[src/rtl/ps2_kbd_if.sv]
// Keyboard controller bus: FIFO pop handshake toward the byte FIFO plus key/display outputs.
interface ps2_kbd_if #(
  parameter int CNT_WIDTH = 8
) ();
  logic                 fifo_empty;
  logic [7:0]           fifo_data;
  logic                 fifo_rd_en;
  logic                 key_down;
  logic                 key_ext;
  logic [7:0]           key_code;
  logic [7:0]           key_ascii;
  logic [CNT_WIDTH-1:0] press_cnt;
  logic [7:0]           seg0, seg1, seg2, seg3, seg4, seg5;

  modport master (
    input  fifo_empty, fifo_data,
    output fifo_rd_en, key_down, key_ext, key_code, key_ascii, press_cnt,
    output seg0, seg1, seg2, seg3, seg4, seg5
  );

  modport slave (
    output fifo_empty, fifo_data,
    input  fifo_rd_en, key_down, key_ext, key_code, key_ascii, press_cnt,
    input  seg0, seg1, seg2, seg3, seg4, seg5
  );
endinterface

[src/rtl/ps2_kbd_ctrl.sv]
// Set-2 scan-code parser: pops FIFO bytes, tracks the held key, counts presses,
// maps codes to ASCII and drives six hex 7-segment digits.
module ps2_kbd_ctrl #(
  parameter int CNT_WIDTH      = 8,
  parameter bit SEG_ACTIVE_LOW = 1'b1
) (
  input  logic      i_clk,
  input  logic      i_rst,
  ps2_kbd_if.master bus
);

  localparam logic [1:0] S_IDLE    = 2'd0;
  localparam logic [1:0] S_BRK     = 2'd1;
  localparam logic [1:0] S_EXT     = 2'd2;
  localparam logic [1:0] S_EXT_BRK = 2'd3;
  localparam logic [7:0] BLANK     = SEG_ACTIVE_LOW ? 8'hFF : 8'h00;

  logic [1:0]           r_state;
  logic                 r_down;
  logic                 r_ext;
  logic [7:0]           r_code;
  logic [7:0]           r_ascii;
  logic [CNT_WIDTH-1:0] r_cnt;

  logic                 w_rd;
  logic                 w_ext_ctx;
  logic                 w_brk_ctx;
  logic                 w_match;
  logic [CNT_WIDTH+7:0] w_cnt_ext;
  logic [7:0]           w_cnt8;

  function automatic logic [7:0] to_ascii(input logic [7:0] b);
    case (b)
      8'h1C: to_ascii = 8'h41; 8'h32: to_ascii = 8'h42; 8'h21: to_ascii = 8'h43;
      8'h23: to_ascii = 8'h44; 8'h24: to_ascii = 8'h45; 8'h2B: to_ascii = 8'h46;
      8'h34: to_ascii = 8'h47; 8'h33: to_ascii = 8'h48; 8'h43: to_ascii = 8'h49;
      8'h3B: to_ascii = 8'h4A; 8'h42: to_ascii = 8'h4B; 8'h4B: to_ascii = 8'h4C;
      8'h3A: to_ascii = 8'h4D; 8'h31: to_ascii = 8'h4E; 8'h44: to_ascii = 8'h4F;
      8'h4D: to_ascii = 8'h50; 8'h15: to_ascii = 8'h51; 8'h2D: to_ascii = 8'h52;
      8'h1B: to_ascii = 8'h53; 8'h2C: to_ascii = 8'h54; 8'h3C: to_ascii = 8'h55;
      8'h2A: to_ascii = 8'h56; 8'h1D: to_ascii = 8'h57; 8'h22: to_ascii = 8'h58;
      8'h35: to_ascii = 8'h59; 8'h1A: to_ascii = 8'h5A;
      8'h45: to_ascii = 8'h30; 8'h16: to_ascii = 8'h31; 8'h1E: to_ascii = 8'h32;
      8'h26: to_ascii = 8'h33; 8'h25: to_ascii = 8'h34; 8'h2E: to_ascii = 8'h35;
      8'h36: to_ascii = 8'h36; 8'h3D: to_ascii = 8'h37; 8'h3E: to_ascii = 8'h38;
      8'h46: to_ascii = 8'h39;
      default: to_ascii = 8'h00;
    endcase
  endfunction

  // Glyph table is stored active-low; inverted for active-high panels.
  function automatic logic [7:0] glyph(input logic [3:0] n);
    logic [7:0] g;
    case (n)
      4'h0: g = 8'hC0; 4'h1: g = 8'hF9; 4'h2: g = 8'hA4; 4'h3: g = 8'hB0;
      4'h4: g = 8'h99; 4'h5: g = 8'h92; 4'h6: g = 8'h82; 4'h7: g = 8'hF8;
      4'h8: g = 8'h80; 4'h9: g = 8'h90; 4'hA: g = 8'h88; 4'hB: g = 8'h83;
      4'hC: g = 8'hC6; 4'hD: g = 8'hA1; 4'hE: g = 8'h86; default: g = 8'h8E;
    endcase
    glyph = SEG_ACTIVE_LOW ? g : ~g;
  endfunction

  assign w_rd      = ~bus.fifo_empty & ~i_rst;
  assign w_ext_ctx = (r_state == S_EXT) || (r_state == S_EXT_BRK);
  assign w_brk_ctx = (r_state == S_BRK) || (r_state == S_EXT_BRK);
  assign w_match   = r_down && (r_code == bus.fifo_data) && (r_ext == w_ext_ctx);

  always_ff @(posedge i_clk) begin
    if (i_rst) begin
      r_state <= S_IDLE;
      r_down  <= 1'b0;
      r_ext   <= 1'b0;
      r_code  <= 8'h00;
      r_ascii <= 8'h00;
      r_cnt   <= '0;
    end else if (w_rd) begin
      case (bus.fifo_data)
        8'hF0:   r_state <= w_ext_ctx ? S_EXT_BRK : S_BRK;
        8'hE0:   r_state <= S_EXT;
        default: begin
          r_state <= S_IDLE;
          if (w_brk_ctx) begin
            // A break for anything other than the held key is stale and ignored.
            if (w_match) r_down <= 1'b0;
          end else if (!w_match) begin
            r_code  <= bus.fifo_data;
            r_ext   <= w_ext_ctx;
            r_down  <= 1'b1;
            r_ascii <= w_ext_ctx ? 8'h00 : to_ascii(bus.fifo_data);
            r_cnt   <= r_cnt + CNT_WIDTH'(1);
          end
        end
      endcase
    end
  end

  assign w_cnt_ext = {8'h00, r_cnt};
  assign w_cnt8    = w_cnt_ext[7:0];

  assign bus.fifo_rd_en = w_rd;
  assign bus.key_down   = r_down;
  assign bus.key_ext    = r_ext;
  assign bus.key_code   = r_code;
  assign bus.key_ascii  = r_ascii;
  assign bus.press_cnt  = r_cnt;
  assign bus.seg0       = r_down ? glyph(r_code[3:0])  : BLANK;
  assign bus.seg1       = r_down ? glyph(r_code[7:4])  : BLANK;
  assign bus.seg2       = r_down ? glyph(r_ascii[3:0]) : BLANK;
  assign bus.seg3       = r_down ? glyph(r_ascii[7:4]) : BLANK;
  assign bus.seg4       = glyph(w_cnt8[3:0]);
  assign bus.seg5       = glyph(w_cnt8[7:4]);

endmodule

[src/flat_wrapper.sv]
// flat-port wrapper written by rule: the top's interface ports become plain ports
module ps2_kbd_ctrl_flat 
#(
  parameter int CNT_WIDTH      = 8,
  parameter bit SEG_ACTIVE_LOW = 1'b1
)
  (i_clk, i_rst, bus_fifo_empty, bus_fifo_data, bus_fifo_rd_en, bus_key_down, bus_key_ext, bus_key_code, bus_key_ascii, bus_press_cnt, bus_seg0, bus_seg1, bus_seg2, bus_seg3, bus_seg4, bus_seg5);
  ps2_kbd_if #(.CNT_WIDTH(CNT_WIDTH)) bus_i ();
  input  logic i_clk;
  input  logic i_rst;
  input wire logic [$bits(bus_i.fifo_empty)-1:0] bus_fifo_empty;
  input wire logic [$bits(bus_i.fifo_data)-1:0] bus_fifo_data;
  output wire logic [$bits(bus_i.fifo_rd_en)-1:0] bus_fifo_rd_en;
  output wire logic [$bits(bus_i.key_down)-1:0] bus_key_down;
  output wire logic [$bits(bus_i.key_ext)-1:0] bus_key_ext;
  output wire logic [$bits(bus_i.key_code)-1:0] bus_key_code;
  output wire logic [$bits(bus_i.key_ascii)-1:0] bus_key_ascii;
  output wire logic [$bits(bus_i.press_cnt)-1:0] bus_press_cnt;
  output wire logic [$bits(bus_i.seg0)-1:0] bus_seg0;
  output wire logic [$bits(bus_i.seg1)-1:0] bus_seg1;
  output wire logic [$bits(bus_i.seg2)-1:0] bus_seg2;
  output wire logic [$bits(bus_i.seg3)-1:0] bus_seg3;
  output wire logic [$bits(bus_i.seg4)-1:0] bus_seg4;
  output wire logic [$bits(bus_i.seg5)-1:0] bus_seg5;
  assign bus_i.fifo_empty = bus_fifo_empty;
  assign bus_i.fifo_data = bus_fifo_data;
  assign bus_fifo_rd_en = bus_i.fifo_rd_en;
  assign bus_key_down = bus_i.key_down;
  assign bus_key_ext = bus_i.key_ext;
  assign bus_key_code = bus_i.key_code;
  assign bus_key_ascii = bus_i.key_ascii;
  assign bus_press_cnt = bus_i.press_cnt;
  assign bus_seg0 = bus_i.seg0;
  assign bus_seg1 = bus_i.seg1;
  assign bus_seg2 = bus_i.seg2;
  assign bus_seg3 = bus_i.seg3;
  assign bus_seg4 = bus_i.seg4;
  assign bus_seg5 = bus_i.seg5;
  ps2_kbd_ctrl #(.CNT_WIDTH(CNT_WIDTH), .SEG_ACTIVE_LOW(SEG_ACTIVE_LOW)) u_core (.i_clk(i_clk), .i_rst(i_rst), .bus(bus_i));
endmodule
[config.mk]
export PLATFORM = sky130hd
export DESIGN_NAME = ps2_kbd_ctrl_flat
export DESIGN_NICKNAME = d
export VERILOG_FILES = /design/src/rtl/ps2_kbd_if.sv /design/src/rtl/ps2_kbd_ctrl.sv /design/src/flat_wrapper.sv
export SDC_FILE = /design/constraint.sdc
export NUM_CORES = 1
export LEC_CHECK = 0
export CORE_UTILIZATION = 48
export DETAILED_ROUTE_END_ITERATION = 10
export GPL_ROUTABILITY_DRIVEN = 0
export PLACE_DENSITY = 0.78
export REMOVE_ABC_BUFFERS = 1
export SETUP_SLACK_MARGIN = 0.3
export SKIP_LAST_GASP = 1
export SLEW_MARGIN = 20
export SYNTH_ARGS = -nofsm -noshare
export SYNTH_HDL_FRONTEND = slang
export SYNTH_SLANG_ARGS = --single-unit
[constraint.sdc]
create_clock -name i_clk -period 4.12 [get_ports i_clk]
set_input_delay 0.824 -clock i_clk [delete_from_list [all_inputs] [get_ports i_clk]]
set_output_delay 0.824 -clock i_clk [all_outputs]
set_load 0.005 [all_outputs]
# Word-level counts from Yosys, hierarchy flattened
# Memory sizes are Yosys's and may differ from the RTL's. A register that Yosys moved wholly into a read port is not among the register bits.
# Cells that the tools add are included.
[totals]
in_bits = 11
latch_bits = 0
mem_bits_rw = 0
rom_bits = 1568
elab_cells = 59
register_bits = 28
output_inout_bits = 75
n_memories = 7
[op_classes]
mul = 0
shifts = 0
eq_ne = 9
reduce_logical = 7
n_bitwise = 6
n_lt_le_gt_ge = 0
muxes = 23
n_div = 0
add_sub_neg = 1
[mem_list]
columns = ["name", "words", "word_bits", "rd", "rd_ports_with_merged_regs", "write_ports", "line", "rtl"]
rows = [
  ["(no name shown)", 128, 7, 1, 0, 0, "ps2_kbd_ctrl.sv:33", "case (b)"],
  ["(no name shown)", 16, 7, 1, 1, 0, "ps2_kbd_ctrl.sv:54", "case (n)"],
  ["(no name shown)", 16, 7, 1, 1, 0, "ps2_kbd_ctrl.sv:54", ""],
  ["(no name shown)", 16, 7, 1, 1, 0, "ps2_kbd_ctrl.sv:54", ""],
  ["(no name shown)", 16, 7, 1, 1, 0, "ps2_kbd_ctrl.sv:54", ""],
  ["(no name shown)", 16, 7, 1, 1, 0, "ps2_kbd_ctrl.sv:54", ""],
  ["+1 memories", "--", "--", "--", "--", "--", "--", ""],
]
[ops]
columns = ["operator", "n"]
rows = [
  ["$mux W4", 12],
  ["$mux W8", 6],
  ["$eq A8 B8 Y1 const B", 2],
  ["$add A8 B1 Y8 const B", 1],
  ["$eq A8 B8 Y1", 1],
  ["$reduce_and A4 Y1", 2],
  ["$not A1 Y1", 5],
  ["$eq A2 B2 Y1 const B", 2],
  ["$pmux W2 S2", 1],
  ["$mux W1", 3],
  ["$eq A2 B1 Y1 const B", 1],
  ["$logic_and A1 B1 Y1", 2],
  ["$logic_or A1 B1 Y1", 2],
  ["$mux W2", 1],
  ["$ne A2 B1 Y1 const B", 1],
  ["$ne A2 B2 Y1 const B", 1],
  ["$reduce_or A2 Y1", 1],
  ["$and A1 B1 Y1", 1],
  ["$eq A1 B1 Y1", 1],
]

# Depth between registers and ports, before layout
[depth]
word_depth = 8
mapped_depth = 19
mapped_depth_nobuf = 14

# Worst setup path after synthesis
# No wires, ideal clock.
[synth_timing]
path_kind = "in2reg"
start = "input port bus_fifo_data[3]"
end = "register u_core.bus.seg5[3] (netlist name)"
path_buffers = 4
arrival_time_ps = 4181
t_required_ps = 3986
slack_ps = -196
cell_stages = 14
setup_ps = 134
path_cell_list = "clkbuf_1 -> buf_2 -> buf_2 -> xor2_1 -> nor4_1 -> nand4_1 -> ha_1 -> or3b_4 -> buf_6 -> a2111oi_2 -> mux2i_1 -> inv_1 -> ha_1 -> mux4_2"
[synth_via]
elab_chain_cells = 7
elab_cells_between_ends = 11
classes_between = "eq/ne: 3; mux: 2; bitwise: 2; reduce/logical: 4"
[synth_lines]
columns = ["element", "line", "rtl"]
rows = [
  ["start: declaration", "flat_wrapper.sv:12", "input wire logic [$bits(bus_i.fifo_data)-1:0] bus_fifo_data;"],
  ["$eq A8 B8 Y1", "ps2_kbd_ctrl.sv:66", "assign w_match = r_down && (r_code == bus.fifo_data) && (r_ext == w_ext_ctx);"],
  ["$logic_and A1 B1 Y1 (2 in series)", "ps2_kbd_ctrl.sv:66", ""],
  ["$not A1 Y1 (no source line)", "--", ""],
  ["$reduce_and A4 Y1 (no source line) (*)", "--", ""],
  ["$mux W4 (no source line) (*) (2 in series)", "--", ""],
]
# Every way passes the cells marked *; elsewhere a longest branch is shown, timed or not.
# A chain may end at the register's enable or synchronous reset.

==> summary.md <==
| Metric | Value |
|---|---|
| Status | `complete, no violations` |
| Pwr per Cell Area | `258 nW/um^2` |
| Number of detailed-route iterations in the first pass | `4` |
| Worst setup margin | `0.449 ns` |
| Top Ports | `86` |
| Wire length per cell | `~15 um` |
| Worst-Margin Slew | `0.761 ns` |
| Synth warn | `0` |
| Fin nets | `700` |
| Clock latency on the worst-skew pair | `0.36 ns` |
| Fin crit share | `89.1%` |
| Initial core utilization | `around 50%` |
| Fin cells | `781` |
| F_max | `272 MHz` |
| Min cycle time layout | `3.67 ns` |
| Fin. max-slew vios | `0` |
| Synth area leader | `dfxtp_1` |
| Largest net degree at the start of global routing | `approximately 40` |
| Hold Worst Slack | `0.494 ns` |
| DP Wirelength | `8.73 mm` |
| Crit-path max FO | `5` |
| Placed cell areas | `5870 um^2` |
| Share of post-route cells with drive strength above 1 | `20.4%` |
| Root Buffer | `clkbuf_8` |
| Leakage power | `approximately 0.0027 uW` |
| Worst slack at placement | `-0.194 ns` |
| Post-synthesis adder-cell area fraction | `11.3%` |
| Global Route Usage Sum | `24.1%` |
| Largest family of logic cells by synthesized area | `simple AND/OR/NAND/NOR gates` |
| DRC violations left | `0` |
| Peak supply drop | `0.169 mV` |
| Most used cell, CP | `ha_1` |
| Layout Skew | `~0.014 ns` |
| Seq cells post-synth | `69` |
| Unrepaired setup endpoints after global routing | `false` |
| MaxCap Viol Count | `0` |
| Post-synthesis instance area | `4650 um^2` |
| CTS tree | `done` |
| # fillers | `774` |
| Overflow after GRT | `0` |
| Die Footprint | `10100 um^2` |
| Crit. End Element | `flip-flop` |
| Reg clk slew, reported paths | `0.08 ns` |
| CP cell instances | `clkdlybuf4s50_1 -> xnor2_1 -> nand4_1 -> ha_1 -> or3b_4 -> buf_4 -> or4_4 -> a31oi_1 -> a31o_2 -> and2_4 -> ha_1 -> o21ai_0 -> mux2_2 -> o211ai_1` |
| CP Class | `primary input to flip-flop` |
| Syn Inst Count | `about 530` |
| Register area share after synthesis | `29.7%` |
| Area Growth Syn to Fin | `33.0%` |
| Clk buf depth | `2` |
| Syn avg cell area | `8.83 um^2` |
| Iter 0 DRT Violations | `328` |
| Port bufs | `78` |
| Mux cell area share after synthesis | `between 10% and 20%` |
| Top FF cell, synth | `dfxtp_1` |
| CTS Hold Bufs | `0` |
| Final Power | `around 1600 uW` |
| Site row count | `35` |
| Most common cell after layout, fill and taps aside | `clkdlybuf4s50_1` |
| Post-synth EDFFs | `0` |
| Routed Antenna Nets | `0` |
| Crit path DAT | `3.94 ns` |
| Initial antenna violation count | `0` |
| DIE HEIGHT | `100 um` |
| Via density | `5.45` |
| Largest stage delay, worst path | `0.49 ns` |
| Ys async rst share | `0%` |
| Share of the synthesized area in the top cell type | `29.7%` |
| HP Class | `flip-flop to flip-flop` |
| Routed wire length | `11.7 mm` |
| Vias | `~4300` |
| Final hold viol count | `0` |
| H-Tree Depth | `3` |
| Most frequent cells in the layout | `clkdlybuf4s50_1, buf_4, dfxtp_1` |
| Startpoint types | `primary input` |
| Slowest CP cell | `clkdlybuf4s50_1` |
| First-pass GRT wire length | `19.2 mm` |
| Complex-gate fraction of the synthesized area | `about 17%` |
| Final Setup Violations | `0` |
| Xor and xnor area share after synthesis | `3.20%` |
| Dpl cells | `about 760` |
| Worst path required time | `approximately 4.4 ns` |
| Number of global-route vias before repair | `4107` |
| Die span in x | `100 um` |
| Diode count | `0` |
| Sink Count | `69` |
| Top cells by area, synth | `dfxtp_1, ha_1, mux2i_1` |
| Core area | `9330 um^2` |
| Slew HR | `49.1%` |
| Yosys cell types | `72` |
| Simple-gate portion of the synthesized area | `18.7%` |
| Final instance area | `6190 um^2` |
| Num CTS Buffers | `9` |
==> cell type report <==
cell class	instances	area [um^2]	area share, %
clock buffers	10	128	2.06
clock inverters	6	63.8	1.03
inverters	35	131	2.12
multi-input cells	382	2980	48.2
flip-flops and latches	69	1380	22.3
well taps	129	161	2.61
repair buffers	150	1340	21.6
==> critical path: cells and delay by family <==
kind / cells / cell delay, ns
muxes: 1 / 0.28
adders and majority gates: 2 / 0.31
xor gates and xnor gates: 1 / 0.16
AOI/OAI and AO/OA: 4 / 0.63
and+or+nand+nor: 4 / 1.07
buffers and inverters: 2 / 0.66
==> timing repair <==
action	CTS	global route
pin swaps	0	6
endpoints found under the setup margin	10	14
buffers inserted	0	7
resized for setup	10	15
==> synth_stat cells (5+ instances only) <==
cell type and count:
dfxtp_1 69, nand2b_1 36, and2_1 5, ha_1 42, nand3_1 6, inv_1 31
buf_2 16, a21oi_1 17, a32o_1 9, xnor2_1 7, o21ai_0 12, nand2_1 26
a31oi_1 6, buf_4 9, clkbuf_1 17, o22ai_1 15, mux4_2 6, nor2_1 40
mux2i_1 39, nor3_1 10, xor2_1 10, or2_2 5
==> metal layers <==
layer / global-route usage (%) / vias to the layer above / part of all wire [%]
met5: 0 / - / 0
met4: 12.5 / 0 / 3.2
met3: 3.81 / 26 / 4.3
met2: 41.8 / 123 / 49
met1: 28.8 / 2038 / 43
li1: - / 2073 / -
==> worst paths after layout <==
kind	from	cells after the start	to	slack, ns
setup reg to reg	u_core.r_state[1]	16	flip-flop	0.80
hold / removal	u_core.r_state[0]	2	u_core.r_state[0]	0.49
setup / recovery	bus_fifo_data[2]	14	flip-flop	0.45
hold reg to reg	u_core.r_state[0]	2	u_core.r_state[0]	0.49
==> through the flow <==
step / setup TNS [ns] / util [%]
2_1_floorplan: 0 / -
3_3_place_gp: -0.325 / 62.9
3_5_place_dp: -1.31 / 62.9
4_1_cts: 0 / 65.3
5_1_grt: 0 / 66.3
6_report: 0 / 66.3
==> kinds of logic (layout without fill, tap and decap cells) <==
logic type	Yosys count	after routing
AOI/OAI and AO/OA	105	105
buffers and inverters	81	201
adders and majority gates	42	42
DFF	69	69
other	2	7
muxes	49	49
xor gates and xnor gates	17	17
and+or+nand+nor	162	162
==> power by group <==
group	switching [uW]	internal, uW	total (uW)
Clock	268	278	546
Combinational	166	179	345
Sequential	12.5	694	706
Total	446	1150	1600
(Power assumes the default switching activity.)
